[config.mk]
export PLATFORM = sky130hd
export DESIGN_NAME = seg7_star_control
export DESIGN_NICKNAME = d
export VERILOG_FILES = /design/src/rtl/seg7_star_control.sv
export SDC_FILE = /design/constraint.sdc
export NUM_CORES = 1
export LEC_CHECK = 0
export BUFFER_PORTS_ARGS = -buffer_cell sky130_fd_sc_hd__buf_4
export CORE_ASPECT_RATIO = 1.1
export CORE_MARGIN = 3
export CORE_UTILIZATION = 41
export CTS_CLUSTER_SIZE = 25
export DETAILED_ROUTE_END_ITERATION = 16
export PLACE_DENSITY = 0.63
export SYNTH_ARGS = -nofsm -noshare
export SYNTH_HDL_FRONTEND = slang
export SYNTH_SLANG_ARGS = --single-unit
[constraint.sdc]
create_clock -name clk -period 3.5 [get_ports clk]
set_input_delay 0.35 -clock clk [delete_from_list [all_inputs] [get_ports clk]]
set_output_delay 0.35 -clock clk [all_outputs]
set_load 0.1 [all_outputs]
[src/rtl/seg7_star_control.sv]
`default_nettype none
// ============================================================================
// Module      : seg7_star_control
// Description : Scans two 4-digit multiplexed 7-segment displays from eight
//               6-bit character codes. Each digit can blink between its
//               normal code/dp and an alternate code/dp. The live blink
//               state is exported per digit.
// Revision    : 1.0 - initial release
// ============================================================================
module seg7_star_control #(
  parameter int SCAN_DIV   = 100_000,
  parameter int BLINK_HALF = 50_000_000
) (
  input  logic        clk,
  input  logic        rst,
  input  logic [47:0] x,
  input  logic [7:0]  dp,
  input  logic [47:0] xstar,
  input  logic [7:0]  dpstar,
  input  logic [7:0]  star,
  output logic [6:0]  a_to_g1,
  output logic [3:0]  an1,
  output logic        dp1,
  output logic [6:0]  a_to_g2,
  output logic [3:0]  an2,
  output logic        dp2,
  output logic [7:0]  staring
);

  localparam int SCAN_W  = (SCAN_DIV > 1) ? $clog2(SCAN_DIV) : 1;
  localparam int BLINK_W = (BLINK_HALF > 1) ? $clog2(BLINK_HALF) : 1;
  localparam logic [5:0] C_CODE_BANG = 6'd38;

  logic [SCAN_W-1:0]  r_scan_cnt;
  logic [BLINK_W-1:0] r_blink_cnt;
  logic [1:0]         r_slot;
  logic               r_phase;

  logic [5:0] w_code [8];
  logic       w_dp   [8];
  logic [5:0] w_code1, w_code2;
  logic       w_dp1, w_dp2;

  // Code to segment pattern, a..g MSB-first, 1 = lit.
  function automatic logic [6:0] seg_of(input logic [5:0] code);
    logic [6:0] s;
    case (code)
      6'd0:  s = 7'h7E;  6'd1:  s = 7'h30;  6'd2:  s = 7'h6D;  6'd3:  s = 7'h79;
      6'd4:  s = 7'h33;  6'd5:  s = 7'h5B;  6'd6:  s = 7'h5F;  6'd7:  s = 7'h70;
      6'd8:  s = 7'h7F;  6'd9:  s = 7'h7B;  6'd10: s = 7'h77;  6'd11: s = 7'h1F;
      6'd12: s = 7'h4E;  6'd13: s = 7'h3D;  6'd14: s = 7'h4F;  6'd15: s = 7'h47;
      6'd16: s = 7'h5E;  6'd17: s = 7'h37;  6'd18: s = 7'h06;  6'd19: s = 7'h3C;
      6'd20: s = 7'h2F;  6'd21: s = 7'h0E;  6'd22: s = 7'h54;  6'd23: s = 7'h15;
      6'd24: s = 7'h1D;  6'd25: s = 7'h67;  6'd26: s = 7'h73;  6'd27: s = 7'h05;
      6'd28: s = 7'h5B;  6'd29: s = 7'h0F;  6'd30: s = 7'h3E;  6'd31: s = 7'h1C;
      6'd32: s = 7'h2A;  6'd33: s = 7'h37;  6'd34: s = 7'h3B;  6'd35: s = 7'h6D;
      6'd36: s = 7'h01;  6'd37: s = 7'h08;  6'd38: s = 7'h20;
      default: s = 7'h00;
    endcase
    return s;
  endfunction

  // Per-digit choice between normal and alternate field, driven by the shared phase.
  generate
    for (genvar i = 0; i < 8; i++) begin : g_digit
      assign w_code[i] = (star[i] && r_phase) ? xstar[6*i +: 6] : x[6*i +: 6];
      assign w_dp[i]   = (star[i] && r_phase) ? dpstar[i]       : dp[i];
    end
  endgenerate

  // Slot k shows digit 4+k on display 1 and digit k on display 2.
  always_comb begin
    w_code1 = w_code[{1'b1, r_slot}];
    w_code2 = w_code[{1'b0, r_slot}];
    w_dp1   = w_dp[{1'b1, r_slot}] | (w_code1 == C_CODE_BANG);
    w_dp2   = w_dp[{1'b0, r_slot}] | (w_code2 == C_CODE_BANG);
  end

  // Scan and blink timebases plus registered display pins.
  always_ff @(posedge clk) begin
    if (rst) begin
      r_scan_cnt  <= '0;
      r_blink_cnt <= '0;
      r_slot      <= '0;
      r_phase     <= 1'b0;
      a_to_g1     <= '0;
      an1         <= '0;
      dp1         <= 1'b0;
      a_to_g2     <= '0;
      an2         <= '0;
      dp2         <= 1'b0;
      staring     <= '0;
    end else begin
      if (r_scan_cnt == SCAN_W'(SCAN_DIV - 1)) begin
        r_scan_cnt <= '0;
        r_slot     <= r_slot + 2'd1;
      end else begin
        r_scan_cnt <= r_scan_cnt + 1'b1;
      end

      if (r_blink_cnt == BLINK_W'(BLINK_HALF - 1)) begin
        r_blink_cnt <= '0;
        r_phase     <= ~r_phase;
      end else begin
        r_blink_cnt <= r_blink_cnt + 1'b1;
      end

      a_to_g1 <= seg_of(w_code1);
      a_to_g2 <= seg_of(w_code2);
      dp1     <= w_dp1;
      dp2     <= w_dp2;
      an1     <= 4'b0001 << r_slot;
      an2     <= 4'b0001 << r_slot;
      staring <= star & {8{r_phase}};
    end
  end

endmodule
`default_nettype wire

==> out/metrics.csv <==
metric;value;unit
status;complete, no violations;
worst_ep_required_time;3.71;ns
grt_setup_unrepaired;false;
synth.avg_cell_area;9.09;um2
synthesis.area;5080;um2
grt.overflow.total;0;
antenna_found_initial;0;
period_minus_slack;3.03;ns
hold_path.class;primary input to flop;
fin_crit_sh;0.865;
wl_per_cell;18.0;um
grt_max_degree;28;
antenna_left;0;
yosysTopAreaCell;dfxtp_1;
drt_iter0_drc;224;
clock.fmax;330;MHz
drive_gt1_frac;0.329;
finalHoldViolCount;0;
place.gp.congestion;0.991;
yosys-top-cells-count;dfxtp_1 (74), nor2_1 (74), mux2i_1 (59);
route.vias.total;4736;
diodes;0;
yosysUniqueCellTypes;62;
start_util;0.421;
grt_usage;0.219;
ys_warn_count;0;
skew;0.00664;ns
placed_area;6340;um2
tritoncts;built;
die_w;112;um
synth_top_area_frac;0.291;
syn_inst;559;
holdWs;0.241;ns
cts.sinks;74;
leakagePower;3.10;nW
clk_latency;0.33;ns
cts_resized;0;
timing_worst_setup_path_type;flop to flop;
num_io_pins;154;
synth_edf_count;0;
grt_pass1_vias;4705;
clkTransAtPathRegs;0.06;ns
tns;0;ns
p_per_area;358;nW/um2
synth_seq_area_share;0.291;
drv_cap;0;
dieArea;13800;um2
yosys-top-cells-area;dfxtp_1 (29%), mux2i_1 (12%), mux4_2 (7.5%), nor2_1 (5.5%), mux2_2 (4.7%);
synth-seq-cells;74;
drt_pass1_iterations;5;
cp_max_fo;9;
finalMaxSlewViolations;0;
fp.coreArea;12100;um2
grt_pass1_wl;24.0;mm
cts_buffers;9;
asyncSetResetFlopFracSynth;0;
htreeDepth;3;
die_h;123;um
syn_nets;697;
nets;842;
clockBufferDepth;2;
critPathArrivalTime;3.24;ns
drc;0;
setup_violations;0;
dp_hpwl;12.4;mm
crit_path_end_kind;flop;
wl;15.5;mm
postCtsHoldBufs;0;
tightest_slew;0.818;ns
finalInstanceArea;6680;um2
setup.worst_path.start_class;flop;
rows;42;
post_cts_buffers;0;
cts-root-buf;clkbuf_16;
io_buffers;153;
synth_ff_type;dfxtp_1;
ir_drop;0.270;mV
max-slew-margin-rel;0.454;
vias_per_cell;5.49;
syn_to_final_growth;31.4;%
==> logic make-up (layout without fill, tap and decap cells) <==
logic type	count (synthesis)	count (layout)	share of synthesized area
and+or+nand+nor	216	216	0.216
muxes	101	101	0.248
DFF	74	74	0.291
AOI/OAI and AO/OA	66	66	0.0901
xor gates and xnor gates	44	44	0.0758
buffers and inverters	42	192	0.0394
adders and majority gates	16	16	0.0394
==> state kept, by name (all words and copies together), names as in the netlist <==
signal,cells
staring,8
a_to_g1,7
r_slot,2
r_scan_cnt,17
r_phase,1
r_blink_cnt,26
an2,4
a_to_g2,7
dp2,1
dp1,1
==> path summary, 6_finish.rpt <==
check | from | end | slack [ns] | depth (start not counted)
worst max-delay path | r_phase$_SDFFE_PP0N_ | a_to_g2[6]$_SDFF_PP0_ | 0.47 | 10
worst min-delay path | star[4] | staring[4]$_SDFF_PP0_ | 0.24 | 2
worst max register to register | r_phase$_SDFFE_PP0N_ | a_to_g2[6]$_SDFF_PP0_ | 0.47 | 10
worst min register to register | r_blink_cnt[0]$_SDFF_PP0_ | r_blink_cnt[0]$_SDFF_PP0_ | 0.46 | 1
==> final cells by class <==
cell class	instances	area, um2
Timing Repair Buffer	161	1210
Inverter	15	56.3
Multi-Input combinational cell	443	3400
Clock buffer	10	239
Fill cell	1106	5410
Sequential cell	74	1480
Clock inverter	6	97.6
Tap cell	154	193
==> worst max-delay path, cell delays in order, from the launching register on <==
cell and delay, ns:
dfxtp_1 0.49, buf_4 0.26, nand2_4 0.13, mux2i_1 0.15, mux4_2 0.57, inv_1 0.17, ha_1 0.34, nand3b_1 0.24
and4_4 0.21, a222oi_1 0.21, o21ai_1 0.11
==> per-layer routing <==
layer,global-route usage,share of wire
met5,0,0
met4,0.0624,0.017
met1,0.252,0.41
met3,0.0449,0.059
met2,0.411,0.52
==> cell usage in the layout (no fill, tap or decap), drive strengths merged, types with 8 or more instances in the layout <==
master,n
nor3,8
clkbuf,10
nand2,46
and3,10
mux2,25
inv,17
xnor2,18
xor2,26
and2,11
mux4,17
ha,16
dfxtp,74
buf,161
nand2b,8
nand3,24
a21oi,12
mux2i,59
o21ai,11
nor2,74
==> per-stage QoR <==
stage / worst slack (ns) / power, mW / utilization / cells
floorplan: 0.567 / 1.18 / - / 559
global placement: 0.530 / 1.37 / 0.525 / 847
detailed placement: 0.501 / 1.37 / 0.525 / 847
CTS: 0.489 / 2.41 / 0.552 / 863
global route: 0.363 / 2.48 / 0.552 / 863
finish: 0.472 / 2.39 / 0.552 / 863
==> power by group <==
group / total (mW) / switching [mW] / leakage (nW) / internal (mW)
clock network: 1.04 / 0.383 / 0.165 / 0.654
registers: 0.874 / 0.0106 / 0.601 / 0.863
logic: 0.483 / 0.284 / 2.33 / 0.198
total: 2.39 / 0.678 / 3.10 / 1.72
Power figures use the tool's default switching activity.
